$ cat config.mk
export PLATFORM = sky130hd
export DESIGN_NAME = ps2_scancode_decoder_flat
export DESIGN_NICKNAME = d
export VERILOG_FILES = /design/src/rtl/ps2_scancode_decoder_if.sv /design/src/rtl/ps2_scancode_decoder.sv /design/src/flat_wrapper.sv
export SDC_FILE = /design/constraint.sdc
export NUM_CORES = 1
export LEC_CHECK = 0
export ABC_AREA = 1
export CORE_ASPECT_RATIO = 1.2
export CORE_UTILIZATION = 52
export DETAILED_ROUTE_END_ITERATION = 7
export GPL_ROUTABILITY_DRIVEN = 0
export PLACE_DENSITY = 0.79
export SYNTH_ARGS = -nofsm -noshare
export SYNTH_HDL_FRONTEND = slang
export SYNTH_SLANG_ARGS = --single-unit
$ cat constraint.sdc
create_clock -name clk -period 1.6 [get_ports clk]
set_input_delay 0.32 -clock clk [delete_from_list [all_inputs] [get_ports clk]]
set_output_delay 0.32 -clock clk [all_outputs]
set_load 0.02 [all_outputs]
$ cat src/rtl/ps2_scancode_decoder_if.sv
// Bus between the PS/2 receiver FIFO, the scan-code decoder and the
// logic that consumes decoded key events.
interface ps2_scancode_decoder_if;
  logic [7:0] kb_data;
  logic       kb_ready;
  logic       kb_overflow;
  logic       kb_rdn;
  logic       evt_valid;
  logic [7:0] evt_code;
  logic       evt_ext;
  logic       evt_brk;
  logic [7:0] keys_down;
  logic       err;

  // master: receiver FIFO plus event consumer; slave: the decoder
  modport master (
    output kb_data, kb_ready, kb_overflow,
    input  kb_rdn, evt_valid, evt_code, evt_ext, evt_brk, keys_down, err
  );

  modport slave (
    input  kb_data, kb_ready, kb_overflow,
    output kb_rdn, evt_valid, evt_code, evt_ext, evt_brk, keys_down, err
  );
endinterface

$ cat src/rtl/ps2_scancode_decoder.sv
// Pops Set-2 scan-code bytes from the receiver FIFO, strips E0/F0/E1 prefixes,
// emits one event per real key and tracks the held game-control keys.
module ps2_scancode_decoder #(
  parameter int TIMEOUT_CYCLES = 2000000
) (
  input logic                  clk,
  input logic                  clr,
  ps2_scancode_decoder_if.slave bus
);

  localparam int CW = $clog2(TIMEOUT_CYCLES + 1);

  typedef enum logic [1:0] {IDLE, POP, DECODE} state_t;

  state_t          state;
  logic [7:0]      byte_r;
  logic            ext_pend;
  logic            brk_pend;
  logic [2:0]      skip_cnt;
  logic [CW-1:0]   tmo_cnt;

  logic            tmo_run;
  logic            tmo_hit;
  logic [7:0]      mask;

  // Bit position in keys_down of a tracked key; zero for any other code.
  function automatic logic [7:0] key_mask(input logic [7:0] code, input logic ext);
    // NOTE: the default assignment up front keeps every path driven, so no latch.
    key_mask = 8'h00;
    if (ext) begin
      case (code)
        8'h75:   key_mask = 8'h01;
        8'h72:   key_mask = 8'h02;
        8'h6B:   key_mask = 8'h04;
        8'h74:   key_mask = 8'h08;
        default: key_mask = 8'h00;
      endcase
    end
    case (code)
      8'h29:   key_mask = 8'h10;
      8'h5A:   key_mask = ext ? 8'h00 : 8'h20;
      8'h76:   key_mask = 8'h40;
      8'h1D:   key_mask = 8'h80;
      default: ;
    endcase
  endfunction

  // Prefix state only ages while we are starved for the byte that completes it.
  assign tmo_run = (ext_pend || brk_pend || (skip_cnt != 3'd0)) &&
                   (state == IDLE) && !bus.kb_ready;
  assign tmo_hit = tmo_run && (tmo_cnt == CW'(TIMEOUT_CYCLES - 1));
  assign mask    = key_mask(byte_r, ext_pend);

  // NOTE: sequential state uses non-blocking assignments so every flop samples
  // the pre-edge values regardless of statement order.
  always_ff @(posedge clk or posedge clr) begin
    if (clr) begin
      state         <= IDLE;
      byte_r        <= 8'h00;
      ext_pend      <= 1'b0;
      brk_pend      <= 1'b0;
      skip_cnt      <= 3'd0;
      tmo_cnt       <= '0;
      bus.kb_rdn    <= 1'b1;
      bus.evt_valid <= 1'b0;
      bus.evt_code  <= 8'h00;
      bus.evt_ext   <= 1'b0;
      bus.evt_brk   <= 1'b0;
      bus.keys_down <= 8'h00;
      bus.err       <= 1'b0;
    end else begin
      bus.evt_valid <= 1'b0;

      case (state)
        IDLE: begin
          if (bus.kb_ready) begin
            byte_r     <= bus.kb_data;
            bus.kb_rdn <= 1'b0;
            state      <= POP;
          end
        end
        POP: begin
          bus.kb_rdn <= 1'b1;
          state      <= DECODE;
        end
        DECODE: begin
          state <= IDLE;
          if (!bus.kb_overflow) begin
            if (skip_cnt != 3'd0) begin
              skip_cnt <= skip_cnt - 3'd1;
            end else if (byte_r == 8'hE1) begin
              // Pause: report once, swallow the remaining seven bytes.
              skip_cnt      <= 3'd7;
              bus.evt_valid <= 1'b1;
              bus.evt_code  <= 8'hE1;
              bus.evt_ext   <= 1'b0;
              bus.evt_brk   <= 1'b0;
              ext_pend      <= 1'b0;
              brk_pend      <= 1'b0;
            end else if (byte_r == 8'hE0) begin
              ext_pend <= 1'b1;
            end else if (byte_r == 8'hF0) begin
              brk_pend <= 1'b1;
            end else if (byte_r inside {8'hFA, 8'hAA, 8'hEE, 8'hFE, 8'h00, 8'hFF} ||
                         (ext_pend && (byte_r == 8'h12 || byte_r == 8'h59))) begin
              ext_pend <= 1'b0;
              brk_pend <= 1'b0;
            end else begin
              bus.evt_valid <= 1'b1;
              bus.evt_code  <= byte_r;
              bus.evt_ext   <= ext_pend;
              bus.evt_brk   <= brk_pend;
              bus.keys_down <= brk_pend ? (bus.keys_down & ~mask) : (bus.keys_down | mask);
              ext_pend      <= 1'b0;
              brk_pend      <= 1'b0;
            end
          end
        end
        default: state <= IDLE;
      endcase

      if (tmo_hit) begin
        ext_pend <= 1'b0;
        brk_pend <= 1'b0;
        skip_cnt <= 3'd0;
        tmo_cnt  <= '0;
        bus.err  <= 1'b1;
      end else if (tmo_run) begin
        tmo_cnt <= tmo_cnt + CW'(1);
      end else begin
        tmo_cnt <= '0;
      end

      // Lost bytes make every held key and prefix suspect; start clean.
      if (bus.kb_overflow) begin
        bus.keys_down <= 8'h00;
        ext_pend      <= 1'b0;
        brk_pend      <= 1'b0;
        skip_cnt      <= 3'd0;
        tmo_cnt       <= '0;
        bus.err       <= 1'b1;
      end
    end
  end

endmodule

$ cat src/flat_wrapper.sv
// flat-port wrapper written by rule: the top's interface ports become plain ports
module ps2_scancode_decoder_flat 
#(
  parameter int TIMEOUT_CYCLES = 2000000
)
  (clk, clr, bus_kb_data, bus_kb_ready, bus_kb_overflow, bus_kb_rdn, bus_evt_valid, bus_evt_code, bus_evt_ext, bus_evt_brk, bus_keys_down, bus_err);
  ps2_scancode_decoder_if bus_i ();
  input logic clk;
  input logic clr;
  input wire logic [$bits(bus_i.kb_data)-1:0] bus_kb_data;
  input wire logic [$bits(bus_i.kb_ready)-1:0] bus_kb_ready;
  input wire logic [$bits(bus_i.kb_overflow)-1:0] bus_kb_overflow;
  output wire logic [$bits(bus_i.kb_rdn)-1:0] bus_kb_rdn;
  output wire logic [$bits(bus_i.evt_valid)-1:0] bus_evt_valid;
  output wire logic [$bits(bus_i.evt_code)-1:0] bus_evt_code;
  output wire logic [$bits(bus_i.evt_ext)-1:0] bus_evt_ext;
  output wire logic [$bits(bus_i.evt_brk)-1:0] bus_evt_brk;
  output wire logic [$bits(bus_i.keys_down)-1:0] bus_keys_down;
  output wire logic [$bits(bus_i.err)-1:0] bus_err;
  assign bus_i.kb_data = bus_kb_data;
  assign bus_i.kb_ready = bus_kb_ready;
  assign bus_i.kb_overflow = bus_kb_overflow;
  assign bus_kb_rdn = bus_i.kb_rdn;
  assign bus_evt_valid = bus_i.evt_valid;
  assign bus_evt_code = bus_i.evt_code;
  assign bus_evt_ext = bus_i.evt_ext;
  assign bus_evt_brk = bus_i.evt_brk;
  assign bus_keys_down = bus_i.keys_down;
  assign bus_err = bus_i.err;
  ps2_scancode_decoder #(.TIMEOUT_CYCLES(TIMEOUT_CYCLES)) u_core (.clk(clk), .clr(clr), .bus(bus_i));
endmodule
Word level (Yosys, flattened, before mapping)
Cells that the tools add are included.
{"block": "totals", "input_bits": 12, "word_cells": 137, "out_inout_bits": 21, "regBits": 57}
{"block": "op_classes", "mux": 59, "reduce_logical": 25, "bitwise_logic": 5, "addsub": 2, "n_eq_ne": 33}
{"operator": "two-way mux 8 bit", "count": 13}
{"operator": "equality test 8 bit, second input constant", "count": 8}
{"operator": "two-way mux 21 bit", "count": 3}
{"operator": "equality test 8 x 7 -> 1 bit, second input constant", "count": 7}
{"operator": "two-way mux 1 bit", "count": 32}
{"operator": "case mux 8 bit (4 select lines)", "count": 1}
{"operator": "adder 21 x 1 -> 21 bit, second input constant", "count": 1}
{"operator": "equality test 21 bit, second input constant", "count": 1}
{"operator": "equality test 8 x 5 -> 1 bit, second input constant", "count": 2}
{"operator": "case mux 4 bit (4 select lines)", "count": 1}
{"operator": "two-way mux 3 bit", "count": 5}
{"operator": "!= test 2 bit, second input constant", "count": 6}
{"operator": "AND reduction 6 bit", "count": 2}
{"operator": "AND 8 bit", "count": 1}
{"operator": "equality test 8 x 6 -> 1 bit, second input constant", "count": 1}
{"operator": "zero test 8 bit", "count": 1}
{"operator": "NOT 8 bit", "count": 1}
{"operator": "bitwise OR 8 bit", "count": 1}
{"operator": "two-way mux 6 bit", "count": 1}
{"operator": "!= test 2 x 1 -> 1 bit, second input constant", "count": 3}
{"operator": "AND reduction 2 bit", "count": 3}
{"operator": "AND reduction 3 bit", "count": 2}
{"operator": "nonzero test 2 bit", "count": 3}
{"operator": "nonzero test 3 bit", "count": 2}
{"operator": "other kinds (16)", "count": 23}

Logic depth before layout (Yosys ltp)
Gate-level depths: netlist of run 1.
{"block": "logic_depth", "ltp_word": 14, "depth_mapped": 11, "ltp_nobuf": 10}

Worst setup path before layout of run 1
Ideal clock, no wire load.
{"block": "synth_path", "path_type": "flip-flop to flip-flop", "from": "register u_core.tmo_cnt[0]", "to": "register u_core.brk_pend", "required_time_ns": 1.478, "period_less_slack_ns": 1.543, "stages_incl_launch_ff": 9, "path_buffers": 0, "slack_ns": 0.057, "t_arrival_ns": 1.421, "cell_sequence": "dfrtp_1 -> ha_1 -> nand3_1 -> nor3_2 -> nand3_2 -> nand2_1 -> nor2_1 -> nand2_1 -> nand2_1"}
{"block": "synth_via", "elab_chain_cells": 4}
{"element": "start, declared", "line": "ps2_scancode_decoder.sv:20", "rtl": "logic [CW-1:0] tmo_cnt;"}
{"element": "start signal, assigned", "line": "ps2_scancode_decoder.sv:129", "rtl": "tmo_cnt <= tmo_cnt + CW'(1);"}
{"element": "equality test 21 bit (*)", "line": "ps2_scancode_decoder.sv:51", "rtl": "assign tmo_hit = tmo_run && (tmo_cnt == CW'(TIMEOUT_CYCLES - 1));"}
{"element": "logical AND 1 bit (*)", "line": "ps2_scancode_decoder.sv:51"}
{"element": "!= test 4 x 2 -> 1 bit (no line) (tied with other cells)"}
{"element": "AND reduction 3 bit (no line) / two-way mux 1 bit (equally long branches)"}
{"element": "end signal, assigned", "line": "ps2_scancode_decoder.sv:61", "rtl": "brk_pend <= 1'b0;"}
{"element": "end signal, assigned", "line": "ps2_scancode_decoder.sv:99", "rtl": "brk_pend <= 1'b0;"}
{"element": "end signal, assigned", "line": "ps2_scancode_decoder.sv:103", "rtl": "brk_pend <= 1'b1;"}
{"element": "end, declared", "line": "ps2_scancode_decoder.sv:18", "rtl": "logic brk_pend;"}
Mark *: on every way between the ends. The rest lies on a longest branch, timed or not.
A chain may end at the register's enable or synchronous reset.

Worst setup path in the final report of run 1
{"block": "layout_path", "from": "register u_core.skip_cnt[1]", "to": "register u_core.bus.evt_code[6]"}
{"block": "layout_via", "elab_chain_cells": 3}
{"element": "start, declared", "line": "ps2_scancode_decoder.sv:19", "rtl": "logic [2:0] skip_cnt;"}
{"element": "start signal, assigned", "line": "ps2_scancode_decoder.sv:90", "rtl": "skip_cnt <= skip_cnt - 3'd1;"}
{"element": "nonzero test 3 bit", "line": "ps2_scancode_decoder.sv:89", "rtl": "if (skip_cnt != 3'd0) begin"}
{"element": "NOT 1 bit (no line)"}
{"element": "AND reduction 6 bit (no line)"}
{"element": "end signal, assigned", "line": "ps2_scancode_decoder.sv:110", "rtl": "bus.evt_code <= byte_r;"}
{"element": "end, declared", "line": "ps2_scancode_decoder_if.sv:23", "rtl": "output kb_rdn, evt_valid, evt_code, evt_ext, evt_brk, keys_down, err"}
No other way between the ends.

==> results of run 1 <==
area by class of cell:
type,count,area [µm²],area share [%]
clock buffers,13,158.9,3.861
clock inverters,3,15.01,0.3649
inverters,54,206.4,5.017
multi-input cells,330,1702,41.35
flip-flops and latches,57,1430,34.75
well taps,82,102.6,2.493
repair buffers,54,500.5,12.16
worst max-delay path, cell delays in order, from the launching register on:
cell	delay, ns
dfrtp_1	0.40
inv_2	0.09
ha_4	0.14
nand2_2	0.05
nor2_1	0.08
buf_4	0.14
nand3_1	0.07
nor2_1	0.12
nand2_2	0.08
buf_12	0.16
nand2_2	0.07
o21ai_2	0.06
what timing repair did:
| item | 4_1_cts | 5_1_grt |
|---|---|---|
| resized for setup | 26 | 27 |
| pin swaps | 3 | 9 |
| setup endpoints to repair | 39 | 43 |
| setup buffers | 1 | 6 |
| cloned | 1 | 0 |
placed cells by master, fill, tap and decap left out, drive strengths merged, types with 2 or more instances in the layout:
cell type | Yosys | layout
clkdlybuf4s50 | 0 | 11
inv | 52 | 51
clkbuf | 3 | 13
dfrtp | 56 | 56
o21ai | 30 | 30
or2 | 3 | 3
clkinv | 2 | 5
nand3 | 27 | 28
o21bai | 3 | 3
nor3 | 9 | 9
xnor2 | 3 | 3
nand2 | 140 | 140
o2111ai | 2 | 2
ha | 3 | 3
nand4 | 7 | 7
a21oi | 3 | 3
buf | 5 | 22
dlygate4sd2 | 0 | 20
nor2 | 87 | 87
xor2 | 8 | 8
how the worst min path moves through the flow:
stage / from / to / slack, ns
final: clr / u_core.bus.keys_down[5]$_DFFE_PP0P_ / 0.41
after CTS: clr / u_core.bus.keys_down[6]$_DFFE_PP0P_ / 0.41
after detailed placement: u_core.state[1]$_DFFE_PP0P_ / u_core.state[1]$_DFFE_PP0P_ / 0.46
after floorplan: clr / u_core.brk_pend$_DFFE_PP0P_ / 0.41
after global placement: u_core.bus.err$_DFFE_PP0P_ / u_core.bus.err$_DFFE_PP0P_ / 0.46
after global routing: clr / u_core.tmo_cnt[7]$_DFF_PP0_ / 0.45
power by group through the flow:
stage               sequential [µW]  combinational (µW)  clock, µW
finish                         1770                1000       1200
global route                   1790                1100       1300
CTS                            1750                 975       1220
detailed placement             1770                1040          0
global placement               1760                1020          0
floorplan                      1900                 498          0
stage by stage:
| step | area [µm²] | setup WS [ns] | setup TNS, ns |
|---|---|---|---|
| after CTS | 3993 | 0.007951 | 0 |
| after floorplan | 3289 | 0.05709 | 0 |
| after global routing | 4115 | -0.07261 | -0.7649 |
| after global placement | 3809 | -0.07774 | -1.262 |
| after detailed placement | 3809 | -0.1138 | -2.077 |
| final | 4115 | 0.02558 | 0 |
registers in the layout (all words and copies together) (netlist names):
signal / count
u_core.state: 2
u_core.ext_pend: 1
u_core.brk_pend: 1
u_core.byte_r: 8
u_core.bus.err: 1
u_core.bus.evt_valid: 1
u_core.bus.keys_down: 8
u_core.bus.evt_brk: 1
u_core.skip_cnt: 3
u_core.bus.evt_ext: 1
u_core.bus.evt_code: 8
u_core.bus.kb_rdn: 1
u_core.tmo_cnt: 21
metal layers:
metal	GRT usage, %	vias to the layer above	routed length [µm]
met1	29.58	1397	3120
met4	11.15	0	230
met5	0	-	0
met2	41.52	84	3682
met3	7.215	20	329
li1	-	1524	-
cell families (layout without fill, tap and decap cells):
kind of cell	after synthesis	after routing	share of synthesized area, %
AND/OR/NAND/NOR	274	275	36.67
buffers and inverters	62	124	7.806
flip-flops	57	57	43.45
AO/OA/AOI/OAI	41	41	7.997
XOR/XNOR	11	11	2.932
adder cells (fa/ha/maj)	3	3	1.143
==> impl_metrics.tcl, run 1 <==
set metrics [dict create \
    status "complete, no violations" \
    drt_iter0_drc 190 \
    r2r_start "u_core.skip_cnt[1]$_DFFE_PP0P_" \
    path_clk_slew_ns 0.06 \
    rsz0062_at_grt "true" \
    diodes 0 \
    clockRootBuffer "clkbuf_8" \
    fmaxAchievable_mhz 635.2 \
    drtPass1Iterations 4 \
    antenna_found_initial 0 \
    slew_headroom_pct 75.24 \
    viasPerCell 5.101 \
    r2r_slack_ns 0.03 \
    synth_most_common_cell "nand2_1" \
    power_uw 3970 \
    finalCriticalPeriod_ns 1.574 \
    synthesis.instances 448 \
    power_density_mw_per_mm2 964.8 \
    seqPwrFrac_pct 44.5 \
    hold_class "in -> async" \
    portBuffers 32 \
    power.internal_uw 2624 \
    drive_above_1_share_pct 21.53 \
    setup_violations 0 \
    vias 3025 \
    combPwrFrac_pct 25.3 \
    area_growth_pct 25.25 \
    maxCapViolCount 0 \
    crit_end "u_core.bus.evt_code[6]$_DFFE_PP0P_" \
    hpwl_um 5170 \
    fin_util_pct 68.01 \
    htree_levels 3 \
    endpoint_kind "flop" \
    grt_max_degree 58 \
    critPathArrivalTime_ns 1.79 \
    ir_drop_uv 899.8 \
    cts_inserted_buffers 9 \
    wl_per_cell_um 12.42 \
    yosys.area.top_type "dfrtp_1" \
    num_rows 31 \
    overflow 0 \
    synth-main-ff-cell "dfrtp_1" \
    clkPwrFrac_pct 30.2 \
    detail-route-antenna-nets 0 \
    synth_area_leaders "dfrtp_1 (43%), nand2_1 (15%), nor2_1 (9.0%)" \
    final_cells 593 \
    clk_path_buf_depth 2 \
    tightest_slew_ns 0.3690 \
    worst-r2r-cell-count 11 \
    synth_edf_count 0 \
    grt_pass1_vias 2848 \
    crit_type "reg -> reg" \
    die_w_um 74.57 \
    p_switching_uw 1346 \
    final_hold_viol_count 0 \
    yosys_register_bits 57 \
    clkLatencyLatePin_ns 0.34 \
    drt_wl_total_um 7363 \
    core_mm2 0.006051 \
    synth_async_sr_flop_share_pct 100.0 \
    startpoint "u_core.skip_cnt[1]$_DFFE_PP0P_" \
    initial_core_util_pct 54.30 \
    nNetsFinal 521 \
    grt.total_usage_pct 24.89 \
    grt_pass1_wl_um 12430 \
    yosys.area.top_type_share_pct 42.65 \
    dieArea_mm2 0.006642 \
    syn_nets 463 \
    cts_tree "yes" \
    cts.sinks 57 \
    p_sw_share_pct 33.91 \
    netlist-cell-type-count 36 \
    nFillCells 531 \
    synth.cell_area_mm2 0.003286 \
    syn_avg_cell_area_um2 7.334 \
    hold_slack_ns 0.4054 \
    leakage_uw 0.001978 \
    cp_max_fo 21 \
    start_kind "flop" \
    die_y_um 89.08 \
    boundaryPins 33 \
    timing.final.crit_share_pct 98.40 \
    postCtsHoldBufs 0 \
    r2r-end "u_core.bus.evt_code[6]$_DFFE_PP0P_" \
    seq_area_frac_synth_pct 43.45 \
    synth_commonest_cells "nand2_1 (128), nor2_1 (79), dfrtp_1 (56), inv_1 (47), nand3_1 (23)" \
    slew_violations 0 \
    ys_warn_count 0 \
    drc 0 \
    dpl.cell_count 569 \
    finalClockSkew_ns 0.005374 \
    worstPathRequired_ns 1.82 \
]
Note: power is estimated with default switching activity, not from simulation.
==> inputs of run 2 (changes only) <==
Settings changed: CTS_CLUSTER_DIAMETER from default to 200.
==> results of run 2 <==
The final DEF is identical to that of run 1; final timing and power are the same.
